==> config.mk <==
export PLATFORM = sky130hd
export DESIGN_NAME = clk_divider_prog
export DESIGN_NICKNAME = d
export VERILOG_FILES = /design/src/rtl/clk_divider_prog.sv
export SDC_FILE = /design/constraint.sdc
export NUM_CORES = 1
export LEC_CHECK = 0
export CAP_MARGIN = 15
export CORE_MARGIN = 1.5
export CORE_UTILIZATION = 45
export CTS_BUF_LIST = sky130_fd_sc_hd__clkbuf_4 sky130_fd_sc_hd__clkbuf_8
export CTS_CLUSTER_DIAMETER = 150
export CTS_CLUSTER_SIZE = 30
export DETAILED_ROUTE_END_ITERATION = 10
export GPL_ROUTABILITY_DRIVEN = 0
export GPL_TIMING_DRIVEN = 0
export PLACE_DENSITY_LB_ADDON = 0.1
export SYNTH_ARGS = -nofsm -noshare
export SYNTH_HDL_FRONTEND = slang
export SYNTH_SLANG_ARGS = --single-unit
==> constraint.sdc <==
create_clock -name i_clk -period 5.4 [get_ports i_clk]
set_input_delay 0.54 -clock i_clk [delete_from_list [all_inputs] [get_ports i_clk]]
set_output_delay 0.54 -clock i_clk [all_outputs]
set_load 0.02 [all_outputs]
==> src/rtl/clk_divider_prog.sv <==
// clk_divider_prog: runtime-programmable integer clock divider with period strobe.
// Optional CLK_DIV_DUTY_EN adds a programmable high time (i_high) applied at the period boundary.
module clk_divider_prog #(
    parameter int DIV_W     = 8,
    parameter int DIV_RESET = 4
) (
    input  logic             i_clk,
    input  logic             i_rst,
    input  logic             i_en,
    input  logic [DIV_W-1:0] i_div,
    input  logic             i_div_load,
`ifdef CLK_DIV_DUTY_EN
    input  logic [DIV_W-1:0] i_high,
`endif
    output logic             o_clk,
    output logic             o_tick,
    output logic [DIV_W-1:0] o_cnt,
    output logic [DIV_W-1:0] o_div,
    output logic             o_pending
);
    localparam logic [DIV_W-1:0] RST_DIV = DIV_W'(DIV_RESET);
    localparam logic [DIV_W-1:0] ONE     = DIV_W'(1);
    localparam logic [DIV_W-1:0] TWO     = DIV_W'(2);
    logic [DIV_W-1:0] cnt_q, cnt_d, div_q, div_d, pend_div_q, pend_div_d, high_d, new_div;
    logic             clk_q, clk_d, pend_q, pend_d, apply;
    function automatic logic [DIV_W-1:0] clamp_div(input logic [DIV_W-1:0] d);
        return (d < TWO) ? TWO : d;
    endfunction
`ifdef CLK_DIV_DUTY_EN
    logic [DIV_W-1:0] high_q, pend_high_q, pend_high_d, new_high;
    // A zero high time means "half the period"; anything else is kept inside 1..N-1.
    function automatic logic [DIV_W-1:0] resolve_h(input logic [DIV_W-1:0] hv, input logic [DIV_W-1:0] n);
        return (hv == '0) ? (n >> 1) : (hv > n - ONE) ? n - ONE : hv;
    endfunction
`endif
    always_comb begin
        o_tick     = i_en && (cnt_q == div_q - ONE);
        new_div    = i_div_load ? clamp_div(i_div) : pend_div_q;
        apply      = o_tick && (i_div_load || pend_q);
        div_d      = apply ? new_div : div_q;
        cnt_d      = !i_en ? cnt_q : o_tick ? '0 : cnt_q + ONE;
        pend_d     = o_tick ? 1'b0 : (i_div_load ? 1'b1 : pend_q);
        pend_div_d = i_div_load ? clamp_div(i_div) : pend_div_q;
`ifdef CLK_DIV_DUTY_EN
        new_high    = i_div_load ? i_high : pend_high_q;
        pend_high_d = i_div_load ? i_high : pend_high_q;
        high_d      = apply ? resolve_h(new_high, new_div) : high_q;
`else
        high_d      = div_d >> 1;
`endif
        // Registered output tracks the phase it will show next, so it never lags the counter.
        clk_d      = cnt_d >= div_d - high_d;
    end
    always_ff @(posedge i_clk) begin
        if (i_rst) begin
            cnt_q      <= '0;
            clk_q      <= 1'b0;
            div_q      <= RST_DIV;
            pend_div_q <= RST_DIV;
            pend_q     <= 1'b0;
        end else begin
            cnt_q      <= cnt_d;
            clk_q      <= clk_d;
            div_q      <= div_d;
            pend_div_q <= pend_div_d;
            pend_q     <= pend_d;
        end
    end
`ifdef CLK_DIV_DUTY_EN
    always_ff @(posedge i_clk) begin
        if (i_rst) begin
            high_q      <= RST_DIV >> 1;
            pend_high_q <= '0;
        end else begin
            high_q      <= high_d;
            pend_high_q <= pend_high_d;
        end
    end
`endif
    assign o_clk     = clk_q;
    assign o_cnt     = cnt_q;
    assign o_div     = div_q;
    assign o_pending = pend_q;
endmodule

==> results of run 1 <==
## worst paths after layout
path | startpoint | endpoint | slack [ns] | depth (start not counted)
setup / recovery | o_div[0] | o_clk | 0.70 | 20
hold / removal | o_pending | o_pending | 0.53 | 2
hold reg to reg | o_pending | o_pending | 0.53 | 2
setup reg to reg | o_div[0] | o_clk | 0.70 | 20
## per-layer routing
metal	routed length (microns)	global-route usage (%)	vias to the layer above
met4	6	3.13	0
li1	-	-	749
met5	0	0	-
met2	1720	31.6	22
met3	126	2.91	2
met1	1960	27.6	652
## layout by cell type, fill, tap and decap left out, types with 2 or more instances in the layout
| cell | n |
|---|---|
| nor3_1 | 4 |
| xor2_1 | 9 |
| clkbuf_8 | 3 |
| ha_1 | 17 |
| inv_1 | 15 |
| clkbuf_1 | 5 |
| nor4_1 | 3 |
| nand4_1 | 2 |
| xnor2_1 | 12 |
| a21oi_1 | 7 |
| mux2i_1 | 6 |
| nand2_1 | 6 |
| nor2b_1 | 3 |
| buf_2 | 2 |
| nand3_1 | 4 |
| clkdlybuf4s50_1 | 27 |
| nand2b_1 | 5 |
| a21o_1 | 4 |
| or3_1 | 2 |
| o21ai_0 | 5 |
| and2_1 | 9 |
| nor2_1 | 30 |
| mux2_2 | 6 |
| dfxtp_1 | 26 |
## cell type report
| cell class | instances | area, sq um | share of cell area, % |
|---|---|---|---|
| inverters | 15 | 56.3 | 2.60 |
| well taps | 48 | 60.1 | 2.77 |
| clock buffers | 3 | 41.3 | 1.90 |
| clock inverters | 1 | 30.0 | 1.38 |
| multi-input cells | 155 | 1150 | 53.1 |
| plain buffers | 8 | 40.0 | 1.85 |
| flip-flops and latches | 26 | 520 | 24.0 |
| repair buffers | 27 | 270 | 12.5 |
## Yosys cell counts (all sizes together) (6+ instances only)
master	instances
xor2	9
and2	10
mux2	7
inv	15
a21oi	7
dfxtp	26
nand2	6
xnor2	12
mux2i	7
ha	17
nor2	30
## worst reg2reg max path, cell delays in order (launching register included)
cell and delay (ns):
dfxtp_1 0.34, clkbuf_1 0.30, inv_1 0.08, ha_1 0.24, or3_1 0.37, a31o_2 0.25
or4b_1 0.48, buf_6 0.17, mux2_4 0.24, ha_1 0.18, inv_1 0.06, fa_1 0.40
a21o_1 0.17, a21oi_1 0.23, o21bai_1 0.09, a21oi_1 0.17, xor2_1 0.18, ha_1 0.27
a21oi_1 0.11, o21ai_0 0.09, a22o_1 0.19
## power by group
part / total, uW / leakage (uW) / internal (uW) / switching (uW)
Clock: 163 / 0.0000357 / 99.1 / 63.4
Combinational: 58.3 / 0.000730 / 30.3 / 28.1
Sequential: 202 / 0.000212 / 198 / 3.71
Total: 423 / 0.000978 / 327 / 95.2
## state kept, by name, indices dropped and copies added, names as in the netlist
register,flops
o_clk,1
o_pending,1
o_div,8
o_cnt,8
pend_div_q,8
## kinds of logic (layout without fill, tap and decap cells)
family / after synthesis / in the layout / share of synthesized area, %
DFF: 26 / 26 / 29.4
AOI/OAI and AO/OA: 27 / 27 / 10.2
buffers and inverters: 23 / 54 / 5.45
and+or+nand+nor: 75 / 75 / 22.0
adders and majority gates: 18 / 18 / 13.2
xor gates and xnor gates: 21 / 21 / 10.4
muxes: 14 / 14 / 9.34
## through the flow
stage / area (sq um) / worst slack [ns] / std cells / hold WS (ns)
final: 2170 / 0.699 / 283 / 0.525
after global routing: 2170 / 0.367 / 283 / 0.581
after detailed placement: 2100 / 0.687 / 279 / 0.509
after global placement: 2100 / 0.714 / 279 / 0.505
after floorplan: 1770 / 0.930 / 204 / 0.529
after CTS: 2170 / 0.658 / 283 / 0.530
==> impl_metrics.py, run 1 <==
metrics = {
    "grt": {
        "antenna_found_initial": 0,
        "grt_usage_pct": 19.5,
        "gr-total-overflow": 0,
        "first_global_vias": 1372,
        "grt_pass1_wl_microns": 6570,
        "grt_start_max_net_pins": 16,
    },
    "placement": {
        "place.port_buffers": 27,
        "dpl.hpwl_microns": 3020,
    },
    "detailed_routing": {
        "routed_via_density": 5.04,
        "routedWlPerCell_microns": 13.5,
        "route.vias.total": 1425,
        "first_pass_iters": 4,
        "drc": 0,
        "routed_wl_microns": 3810,
        "drt-initial-drc-count": 67,
        "final_antenna_net_count": 0,
    },
    "run": {
        "maxCapViolations": 0,
    },
    "timing": {
        "max_freq_mhz": 213,
        "setup_viol": 0,
        "fin_tns_setup_ns": 0,
        "slew_viol_final": 0,
        "period_needed_ns": 4.70,
        "relSlewSlack_pct": 39.6,
        "hold_viol": 0,
        "min_period_over_period_pct": 87.1,
        "finClkSkew_ns": 0.00204,
        "worst_slew_pin_slew_ns": 0.899,
        "rsz0062_at_grt": "no",
    },
    "setup_path": {
        "critPathTopFamily": "compound AO/OA/AOI/OAI gates",
        "required_ns": 5.57,
        "slowest_stage": "or4b_1",
        "cp_max_fo": 8,
        "worstSetupPathType": "register to register",
        "worst-path-buf-inv": 4,
        "endpoint_kind": "register",
        "crit_path_max_incr_delay_ns": 0.48,
        "cp.arrival_ns": 4.87,
        "worst_setup_path_start_kind": "register",
        "path_cells": "clkbuf_1, inv_1, ha_1, or3_1, a31o_2, or4b_1, buf_6, mux2_4, ha_1, inv_1, fa_1, a21o_1, a21oi_1, o21bai_1, a21oi_1, xor2_1, ha_1, a21oi_1, o21ai_0, a22o_1",
    },
    "clocking": {
        "numCtsBuffers": 3,
        "clock_path_buffers": 2,
        "htreeDepth": 1,
        "path_clk_slew_ns": 0.09,
        "cts_resized": 0,
        "clock-sinks": 26,
        "cts_tree": "done",
        "cts_root_buf": "clkbuf_8",
        "holdBufCountCts": 0,
        "cts_setup_buffers": 0,
        "worstSkewPairLatency_ns": 0.27,
    },
    "layout": {
        "diodes": 0,
        "drive_gt1_share_pct": 9.79,
        "fin_util_pct": 58.4,
        "num-nets-final": 266,
        "syn2layout_area_growth_pct": 22.7,
        "fill_cells": 380,
    },
    "synth": {
        "synth.area.top_cells": "dfxtp_1, ha_1, nor2_1",
        "synth_cells": 204,
        "synth_top_area_share_pct": 29.4,
        "ys_warn_count": 0,
        "synth-edff-count": 0,
        "syn_area_sq_mm": 0.00177,
        "synth.distinct_cells": 44,
        "ys_seq_area_share_pct": 29.4,
        "synthFlopType": "dfxtp_1",
        "yosysTopAreaCell": "dfxtp_1",
        "avgSynthCellArea_sq_um": 8.67,
        "synth_async_sr_flop_share_pct": 0,
        "synth_nets": 234,
        "synth-seq-cells": 26,
    },
    "power": {
        "ir_drop_mv": 0.0935,
        "p_leak_uw": 0.000978,
        "total_power_uw": 423,
        "p_per_area_mw_per_mm2": 195,
    },
    "status": {
        "status": "finished, final reports clean",
    },
    "die": {
        "core-area_sq_mm": 0.00372,
        "die_w_microns": 65.7,
        "initial_utilization_pct": 47.6,
        "die_h_microns": 65.7,
        "design.die.area_sq_mm": 0.00431,
        "rows": 22,
        "io_pins": 31,
    },
    "worst_hold_path": {
        "hold_class": "register to register",
    },
}
Note: power is estimated with default switching activity, not from simulation.
==> run 2, diff against run 1 <==
- CORE_MARGIN: 1.5 -> default
- PLACE_DENSITY_LB_ADDON: 0.1 -> 0.08
==> run 2 against run 1 <==
Net effect: sequential power is essentially flat; register-to-register slack lost 0.02 ns; highest routed layer unchanged; clock skew grew 0.0083 ns; hold slack gained 0.0084 ns; largest cell class unchanged; critical endpoint unchanged; die area shrank 3.0%; critical path depth is the same; critical path type unchanged; power shrank 0.35%; design area is the same; clock power is essentially flat.
==> impl_metrics.py, run 2 (synthesis gave the netlist of run 1 again) <==
metrics = {
    "timing": {
        "worst_slew_pin_slew_ns": 0.809,
        "period_needed_ns": 4.72,
        "finClkSkew_ns": 0.0103,
        "relSlewSlack_pct": 45.6,
        "fin_tns_setup_ns": 0,
        "fin_ws_ns": 0.680,
        "rsz0062_at_grt": "no",
        "hold_viol": 0,
        "min_period_over_period_pct": 87.4,
        "max_freq_mhz": 212,
        "slew_viol_final": 0,
        "setup_viol": 0,
    },
    "setup_path": {
        "regToRegEndpoint": "o_clk",
        "rrSetupSlack_ns": 0.68,
        "crit_path_max_incr_delay_ns": 0.49,
        "cp_max_fo": 8,
        "path_cells": "clkbuf_1, inv_1, ha_1, or3_1, a31o_2, or4b_1, buf_6, mux2_4, ha_1, inv_1, fa_1, a21o_1, a21oi_1, o21bai_1, a21oi_1, xor2_1, ha_1, a21oi_1, o21ai_0, a22o_1",
        "r2r_cells": 20,
        "worst_setup_path_start_kind": "register",
        "worstSetupPathType": "register to register",
        "timing.rr.start": "o_div[0]",
        "slowest_stage": "or4b_1",
        "required_ns": 5.56,
        "endpoint_kind": "register",
        "cp.arrival_ns": 4.88,
    },
    "placement": {
        "dpl.hpwl_microns": 3120,
        "place_ws_ns": 0.706,
        "place.port_buffers": 27,
    },
    "die": {
        "design.die.area_sq_mm": 0.00418,
        "rows": 22,
        "io_pins": 31,
        "initial_utilization_pct": 47.6,
        "core-area_sq_mm": 0.00372,
        "die_w_microns": 64.7,
        "die_h_microns": 64.7,
    },
    "worst_hold_path": {
        "worstHoldPathCells": 2,
        "min_from": "o_pending",
        "hold_class": "register to register",
        "worstHoldEndpoint": "o_pending",
    },
    "clocking": {
        "cts_root_buf": "clkbuf_8",
        "clock-sinks": 26,
        "holdBufCountCts": 0,
        "path_clk_slew_ns": 0.10,
        "cts_setup_buffers": 0,
        "htreeDepth": 1,
        "clock_path_buffers": 2,
        "numCtsBuffers": 3,
        "cts_tree": "done",
        "worstSkewPairLatency_ns": 0.27,
        "cts_resized": 0,
    },
    "power": {
        "p_seq_share_pct": 48.0,
        "clkPwrFrac_pct": 38.2,
        "switching_share_pct": 22.3,
        "comb_power_share_pct": 13.8,
        "total_power_uw": 421,
        "p_leak_uw": 0.000978,
        "ir_drop_mv": 0.0820,
        "p_per_area_mw_per_mm2": 194,
        "p_int_uw": 327,
        "p_sw_uw": 93.9,
    },
    "layout": {
        "layout_commonest_cell": "nor2_1",
        "drive_gt1_share_pct": 9.79,
        "syn2layout_area_growth_pct": 22.7,
        "fin_util_pct": 58.4,
        "num-nets-final": 266,
        "final_cell_mix": "nor2_1, clkdlybuf4s50_1, dfxtp_1, ha_1, inv_1",
        "diodes": 0,
    },
    "detailed_routing": {
        "routed_wl_microns": 3930,
        "routed_via_density": 5.20,
        "routedWlPerCell_microns": 13.9,
        "first_pass_iters": 4,
        "drc": 0,
        "route.vias.total": 1472,
        "drt-initial-drc-count": 57,
        "final_antenna_net_count": 0,
    },
    "grt": {
        "grt_start_max_net_pins": 16,
        "gr-total-overflow": 0,
        "antenna_found_initial": 0,
        "grtUsageMet1_pct": 25.3,
        "grt_usage_pct": 20.2,
        "global_route.usage.met3_pct": 3.87,
        "grt.busiest_layer": "met2",
        "met2_usage_pct": 35.8,
        "first_global_vias": 1419,
        "grt_pass1_wl_microns": 6390,
    },
    "run": {
        "maxCapViolations": 0,
    },
    "status": {
        "status": "finished, final reports clean",
    },
}
## run 2: metrics by stage
stage               hold WS (ns)  cell area (sq um)  instances
finish                     0.534               2170        283
global route               0.566               2170        283
CTS                        0.539               2170        283
detailed placement         0.519               2100        279
global placement           0.511               2100        279
floorplan                  0.529               1770        204
## run 2: power by group through the flow
stage | clock network, uW | logic (uW) | registers [uW]
after floorplan | 0 | 35.1 | 209
after global placement | 0 | 56.9 | 206
after detailed placement | 0 | 58.2 | 206
after CTS | 166 | 58.4 | 202
after global routing | 172 | 64.8 | 203
final | 161 | 58.1 | 202
## run 2: worst max-delay path by stage
stage / cells past startpoint / startpoint / slack, ns / endpoint
after CTS: 20 / o_div[0] / 0.67 / o_clk
after global placement: 20 / o_div[0] / 0.75 / o_clk
after global routing: 20 / o_div[0] / 0.33 / o_clk
final: 20 / o_div[0] / 0.68 / o_clk
after floorplan: 20 / o_div[0] / 0.93 / o_clk
after detailed placement: 20 / o_div[0] / 0.71 / o_clk
## run 2: critical path, delay by kind of cell, from the launching register on
family,cells,cell delay (ns)
and+or+nand+nor,2,0.87
adders and majority gates,4,1.10
AOI/OAI and AO/OA,8,1.30
DFF,1,0.33
xor gates and xnor gates,1,0.19
buffers and inverters,4,0.59
muxes,1,0.24
## run 2: area by class of cell
type                            instances  area, sq um
Clock buffer                            3         41.3
Sequential cell                        26          520
Timing Repair Buffer                   27          270
Buffer                                  8         40.0
Tap cell                               48         60.1
Fill cell                             335         1550
Inverter                               15         56.3
Clock inverter                          1         30.0
Multi-Input combinational cell        155         1150
## run 2: layer usage
layer,up-vias,wire (microns)
li1,752,-
met1,692,1910
met2,24,1880
met3,4,114
met4,0,28
met5,-,0
